<file path="config.mk">
export PLATFORM = sky130hd
export DESIGN_NAME = iter_controller
export DESIGN_NICKNAME = d
export VERILOG_FILES = /design/src/rtl/iter_controller.sv
export SDC_FILE = /design/constraint.sdc
export NUM_CORES = 1
export LEC_CHECK = 0
export ABC_AREA = 1
export BUFFER_PORTS_ARGS = -buffer_cell sky130_fd_sc_hd__buf_2
export CAP_MARGIN = 20
export CORE_MARGIN = 2
export CORE_UTILIZATION = 55
export DETAILED_ROUTE_END_ITERATION = 10
export PLACE_DENSITY_LB_ADDON = 0.12
export REMOVE_ABC_BUFFERS = 1
export SLEW_MARGIN = 20
export SYNTH_ARGS = -nofsm -noshare
export SYNTH_HDL_FRONTEND = slang
export SYNTH_SLANG_ARGS = --single-unit
</file>
<file path="constraint.sdc">
create_clock -name clk -period 2.7 [get_ports clk]
set_clock_uncertainty 0.1 [all_clocks]
set_input_delay 0.27 -clock clk [delete_from_list [all_inputs] [get_ports clk]]
set_output_delay 0.27 -clock clk [all_outputs]
set_load 0.1 [all_outputs]
</file>
<file path="src/rtl/iter_controller.sv">
// Multi-pass sequencing controller: waits for ready, strobes load once per pass,
// and aborts through a one-cycle flush on error, overflow or ready-timeout.
module iter_controller #(
    parameter int ITER_W  = 8,
    parameter int TIMEOUT = 16
) (
    input  logic              clk,
    input  logic              rst,
    input  logic              start,
    input  logic [ITER_W-1:0] num_iter,
    input  logic              ready,
    input  logic              error,
    input  logic              ov_flag,
    output logic              flush,
    output logic              load,
    output logic              controller_inuse,
    output logic              done,
    output logic [1:0]        status,
    output logic [ITER_W-1:0] iter_cnt
);
    localparam int TMO_W = (TIMEOUT > 1) ? $clog2(TIMEOUT) : 1;
    localparam logic [TMO_W-1:0] TMO_LAST = (TIMEOUT > 0) ? TMO_W'(TIMEOUT - 1) : '0;
    localparam bit TMO_EN = (TIMEOUT != 0);

    localparam logic [1:0] ST_OK       = 2'b00;
    localparam logic [1:0] ST_ERROR    = 2'b01;
    localparam logic [1:0] ST_TIMEOUT  = 2'b10;
    localparam logic [1:0] ST_OVERFLOW = 2'b11;

    typedef enum logic [2:0] {
        S_IDLE,
        S_LOAD,
        S_CALC,
        S_FLUSH,
        S_DONE
    } state_t;

    state_t            state_reg, state_next;
    logic [ITER_W-1:0] num_iter_reg, num_iter_next;
    logic [ITER_W-1:0] iter_cnt_reg, iter_cnt_next;
    logic [1:0]        status_reg, status_next;
    logic [TMO_W-1:0]  tmo_cnt_reg, tmo_cnt_next;
    logic [ITER_W-1:0] iter_inc;

    assign iter_inc = iter_cnt_reg + ITER_W'(1);

    always_comb begin
        state_next    = state_reg;
        num_iter_next = num_iter_reg;
        iter_cnt_next = iter_cnt_reg;
        status_next   = status_reg;
        // Counter only advances while waiting in LOAD, so every entry starts at zero.
        tmo_cnt_next  = '0;
        case (state_reg)
            S_IDLE: begin
                if (start) begin
                    num_iter_next = num_iter;
                    iter_cnt_next = '0;
                    status_next   = ST_OK;
                    state_next    = (num_iter != '0) ? S_LOAD : S_DONE;
                end
            end
            S_LOAD: begin
                if (error) begin
                    status_next = ST_ERROR;
                    state_next  = S_FLUSH;
                end else if (ready) begin
                    state_next = S_CALC;
                end else if (TMO_EN && (tmo_cnt_reg == TMO_LAST)) begin
                    status_next = ST_TIMEOUT;
                    state_next  = S_FLUSH;
                end else begin
                    tmo_cnt_next = tmo_cnt_reg + TMO_W'(1);
                end
            end
            S_CALC: begin
                if (ov_flag) begin
                    status_next = ST_OVERFLOW;
                    state_next  = S_FLUSH;
                end else begin
                    iter_cnt_next = iter_inc;
                    state_next    = (iter_inc == num_iter_reg) ? S_DONE : S_LOAD;
                end
            end
            S_FLUSH: state_next = S_DONE;
            S_DONE:  state_next = S_IDLE;
            default: state_next = S_IDLE;
        endcase
    end

    always_ff @(posedge clk) begin
        if (rst) begin
            state_reg    <= S_IDLE;
            num_iter_reg <= '0;
            iter_cnt_reg <= '0;
            status_reg   <= ST_OK;
            tmo_cnt_reg  <= '0;
        end else begin
            state_reg    <= state_next;
            num_iter_reg <= num_iter_next;
            iter_cnt_reg <= iter_cnt_next;
            status_reg   <= status_next;
            tmo_cnt_reg  <= tmo_cnt_next;
        end
    end

    assign load             = (state_reg == S_CALC);
    assign flush            = (state_reg == S_FLUSH);
    assign done             = (state_reg == S_DONE);
    assign controller_inuse = (state_reg == S_LOAD) || (state_reg == S_CALC) ||
                              (state_reg == S_FLUSH);
    assign status           = status_reg;
    assign iter_cnt         = iter_cnt_reg;

endmodule
</file>
### Yosys cells after proc, flatten, opt, wreduce, memory -nomap -nowiden

Index checks and enable logic that the tools add are counted.
W data, S select, Z words.

| cells by class | value |
|---|---|
| add/subtract/negate cells | 2 |
| equal/unequal tests | 12 |
| multiplexer cells | 17 |
| bitwise operators | 1 |
| reduce and logical (&&, ||, !) cells | 11 |

Operators with widths:

| cell | number |
|---|---|
| $mux W3 | 7 |
| $mux W8 | 2 |
| $pmux W8 S2 | 1 |
| $pmux W3 S4 | 1 |
| $mux W2 | 5 |
| $add A8 B1 Y8 const B | 1 |
| $eq A8 B8 Y1 | 1 |
| $reduce_bool A8 Y1 | 1 |
| $eq A3 B2 Y1 const B | 2 |
| $ne A2 B2 Y1 const B | 3 |
| $ne A3 B3 Y1 const B | 2 |
| $pmux W2 S3 | 1 |
| $reduce_and A5 Y1 | 1 |
| $reduce_or A5 Y1 | 1 |
| $add A4 B1 Y4 const B | 1 |
| $eq A4 B4 Y1 const B | 1 |
| $ne A4 B4 Y1 const B | 1 |
| $reduce_and A2 Y1 | 2 |
| $eq A3 B1 Y1 const B | 1 |
| $eq A3 B3 Y1 const B | 1 |
| $logic_not A3 Y1 | 1 |
| $reduce_and A3 Y1 | 1 |
| $reduce_bool A3 Y1 | 1 |
| $logic_or A1 B1 Y1 | 2 |
| 2 further kinds | 2 |

| storage, ports and cells | value |
|---|---|
| register bits | 25 |
| bits of input ports | 14 |
| output and inout port bits | 14 |
| logic and storage cells | 48 |

### Depth between registers and ports, before layout

| depth | value |
|---|---|
| word-level depth | 5 |
| gate-level depth with buffers | 14 |
| gate-level depth less buffers | 14 |

### Worst setup path after synthesis

No wires, ideal clock.

| path | value |
|---|---|
| path kind | register to output |
| from | register state_reg[2] |
| to | output port done |
| arrival | 2476 ps |
| required time | 2330 ps |
| setup slack | -146 ps |
| stages on the path, launching flop included | 3 |
| path buffers | 0 |
| path through | dfxtp_1 -> inv_1 -> nor3_1 |

| on the way | value |
|---|---|
| longest elaborated chain between the ends | 1 |

Ends and longest elaborated chain:

| element | RTL line | source |
|---|---|---|
| from (decl) | 38 | `state_t state_reg, state_next;` |
| from (signal assigned) | 99 | `state_reg <= state_next;` |
| $eq A3 B3 Y1 | 109 | `assign done = (state_reg == S_DONE);` |
| to (decl) | 17 | `output logic done,` |

No other way between the ends.

### Worst setup path after layout

| path | value |
|---|---|
| from | register state_reg[2] |
| to | output port load |

| on the way | value |
|---|---|
| longest elaborated chain between the ends | 1 |

Ends and longest elaborated chain:

| element | RTL line | source |
|---|---|---|
| $eq A3 B2 Y1 | 107 | `assign load = (state_reg == S_CALC);` |
| to (decl) | 15 | `output logic load,` |

No other way between the ends.

==> impl_metrics.csv <==
group,metric,value,unit
grt,first_global_vias,1256,
drt,route.detailed.drc,0,
clock_network,cts_buffer_depth,2,
finish,multi_input_area,747.0,um2
floorplan,core_area,2432,um2
setup_path,path_class,"reg2out",
placed_design,portBuffers,27,
clock_network,cts_setup_buffers,0,
hold_path,whs_path_depth,3,
clock_network,cts_resized,0,
setup_path,endpoint_kind,"output port",
clock_network,cts.sinks,25,
grt,grt_max_degree,16,
placed_design,placed_area,1536,um2
synth,synth_top_family_by_area,"simple AND/OR/NAND/NOR gates",
synth,ys_async_sr_fraction,0,
clock_network,root_buffer,"clkbuf_4",
pwr,power.total,1037,uW
finish,regArea,500.5,um2
synth,syn-instance-count,209,
clock_network,numCtsBuffers,3,
setup_path,worstSetupStartpointType,"flop",
synth,synth-compound-area-share,0.1700,
finish,finalInstanceArea,1564,um2
grt,grt_pass1_wl,5188,um
clock_network,clk_transition_reported_paths,0.14,ns
grt,grt_use_total,0.2457,
synth,ys_ff_latch,25,
drt,wirelength,3250,um
pwr,power.density,663.0,nW/um2
synth,synthMuxAreaShare,0,
drt,postRouteAntennaNets,0,
job,drv_cap,0,
synth,synth-simple-area-share,0.3355,
floorplan,die_x,54.03,um
drt,firstDrtPassIters,6,
setup_path,worst_ep_required_time,2.33,ns
synth,synth_cell_type_count,26,
floorplan,fp.dieH,54.03,um
hold_path,hp-class,"in2reg",
grt,antenna_found_initial,0,
timing,finalCriticalPeriod,2.094,ns
finish,nFillCells,240,
finish,final_common_cell,"nand2_1",
clock_network,clock_latency,0.33,ns
synth,synth-edff-count,0,
drt,via_per_inst,5.416,
floorplan,rows,18,
synth,synth_ff_type,"dfxtp_1",
setup_path,crit_fanout,7,
synth,avgSynthCellArea,6.585,um2
synth,synth_area,1376,um2
synth,synth_xor_area_frac,0.01909,
clock_network,cts_tree,"done",
timing,grt_setup_unrepaired,"false",
status,status,"complete, no violations",
finish,layout.nets,254,
timing,tightest_slew,0.4895,ns
clock_network,cts_htree_levels,1,
placed_design,dp_hpwl,2514,um
finish,area.growth.synth_to_final,13.64,%
timing,hold_viol,0,
pwr,p_leak,0.0007019,uW
timing,timing.max_slew.rel_slack,0.6759,
synth,synth_adder_area_share,0.01818,
pwr,irDropWorstVdd,0.4910,mV
synth,yosysSeqAreaShare,0.3636,
synth,ys_warn_count,0,
floorplan,dieArea,2919,um2
floorplan,start_util,0.5658,
drt,dr.first_iter.drc_count,38,
timing,min_period_over_period,0.7756,
grt,grt.overflow.total,0,
setup_path,arrival,1.72,ns
finish,drive_above_1_share,0.1730,
timing,maxSlewViolCount,0,
timing,finalSetupViolCount,0,
finish,diodes,0,
floorplan,pin_count,28,
timing,clock.fmax,477.5,MHz
setup_path,worst-r2r-cell-count,12,
clock_network,cts_hold_buf,0,
finish,final_cell_mix,"nand2_1 (39), inv_1 (30), buf_2 (27)",
drt,wl_per_cell,12.17,um
placed_design,gp_congestion,0.8136,
drt,vias,1446,
==> report_power, final <==
part           switching (uW)  leakage, uW  internal [uW]
Clock                     120    0.0000177           55.7
Sequential               34.7     0.000205            409
Combinational             324     0.000479           92.9
Total                     479     0.000702            558
==> worst max-delay path: stages, from the launching register on <==
cell and delay, ns:
dfxtp_1 0.37, nor2_1 0.14, nand2_1 0.17, inv_1 0.24
buf_2 0.47
==> area by class of cell <==
class,instances,area share
well taps,30,0.02400
inverters,31,0.07440
flip-flops and latches,25,0.3200
repair buffers,27,0.08640
clock buffers,3,0.01440
multi-input cells,150,0.4776
clock inverters,1,0.003200
==> per-layer routing <==
layer	part of all wire	global-route usage
met1	0.45	0.3119
met2	0.48	0.4268
met3	0.054	0.02500
met4	0.014	0.09167
met5	0	0
==> per-stage QoR <==
| stage | utilization | hold slack, ns | TNS (ns) | instances | setup slack (ns) |
|---|---|---|---|---|---|
| 3_5_place_dp | 0.6317 | 0.3483 | 0 | 263 | 0.9432 |
| 4_1_cts | 0.6430 | 0.05946 | 0 | 267 | 0.6296 |
| 2_1_floorplan | - | 0.2324 | -0.1460 | 206 | -0.1460 |
| 5_1_grt | 0.6430 | 0.1072 | 0 | 267 | 0.5326 |
| 6_report | 0.6430 | 0.06669 | 0 | 267 | 0.6058 |
| 3_3_place_gp | 0.6317 | 0.3289 | 0 | 263 | 1.002 |
==> kinds of logic after synthesis <==
family                     Yosys count
AOI/OAI and AO/OA                   42
xor gates and xnor gates             3
DFF                                 25
adders and majority gates            2
and+or+nand+nor                    103
buffers and inverters               34
==> cells in the mapped netlist, types with 3 or more instances <==
cell type  count  area share
nor2_1        25       0.068
dfxtp_1       25        0.36
nand2_1       39        0.11
o21ai_0       18       0.065
a21oi_1       16       0.058
nor2_2         3       0.014
nand3_1       26       0.095
inv_1         30       0.082
==> worst paths after layout <==
check / end / startpoint / slack, ns
worst min register to register: tmo_cnt_reg[0] / tmo_cnt_reg[0] / 0.37
worst max-delay path: load / state_reg[2] / 0.61
worst min-delay path: num_iter_reg[0] / num_iter[0] / 0.07
worst max register to register: state_reg[0] / iter_cnt[1] / 0.93
Power figures use the tool's default switching activity.
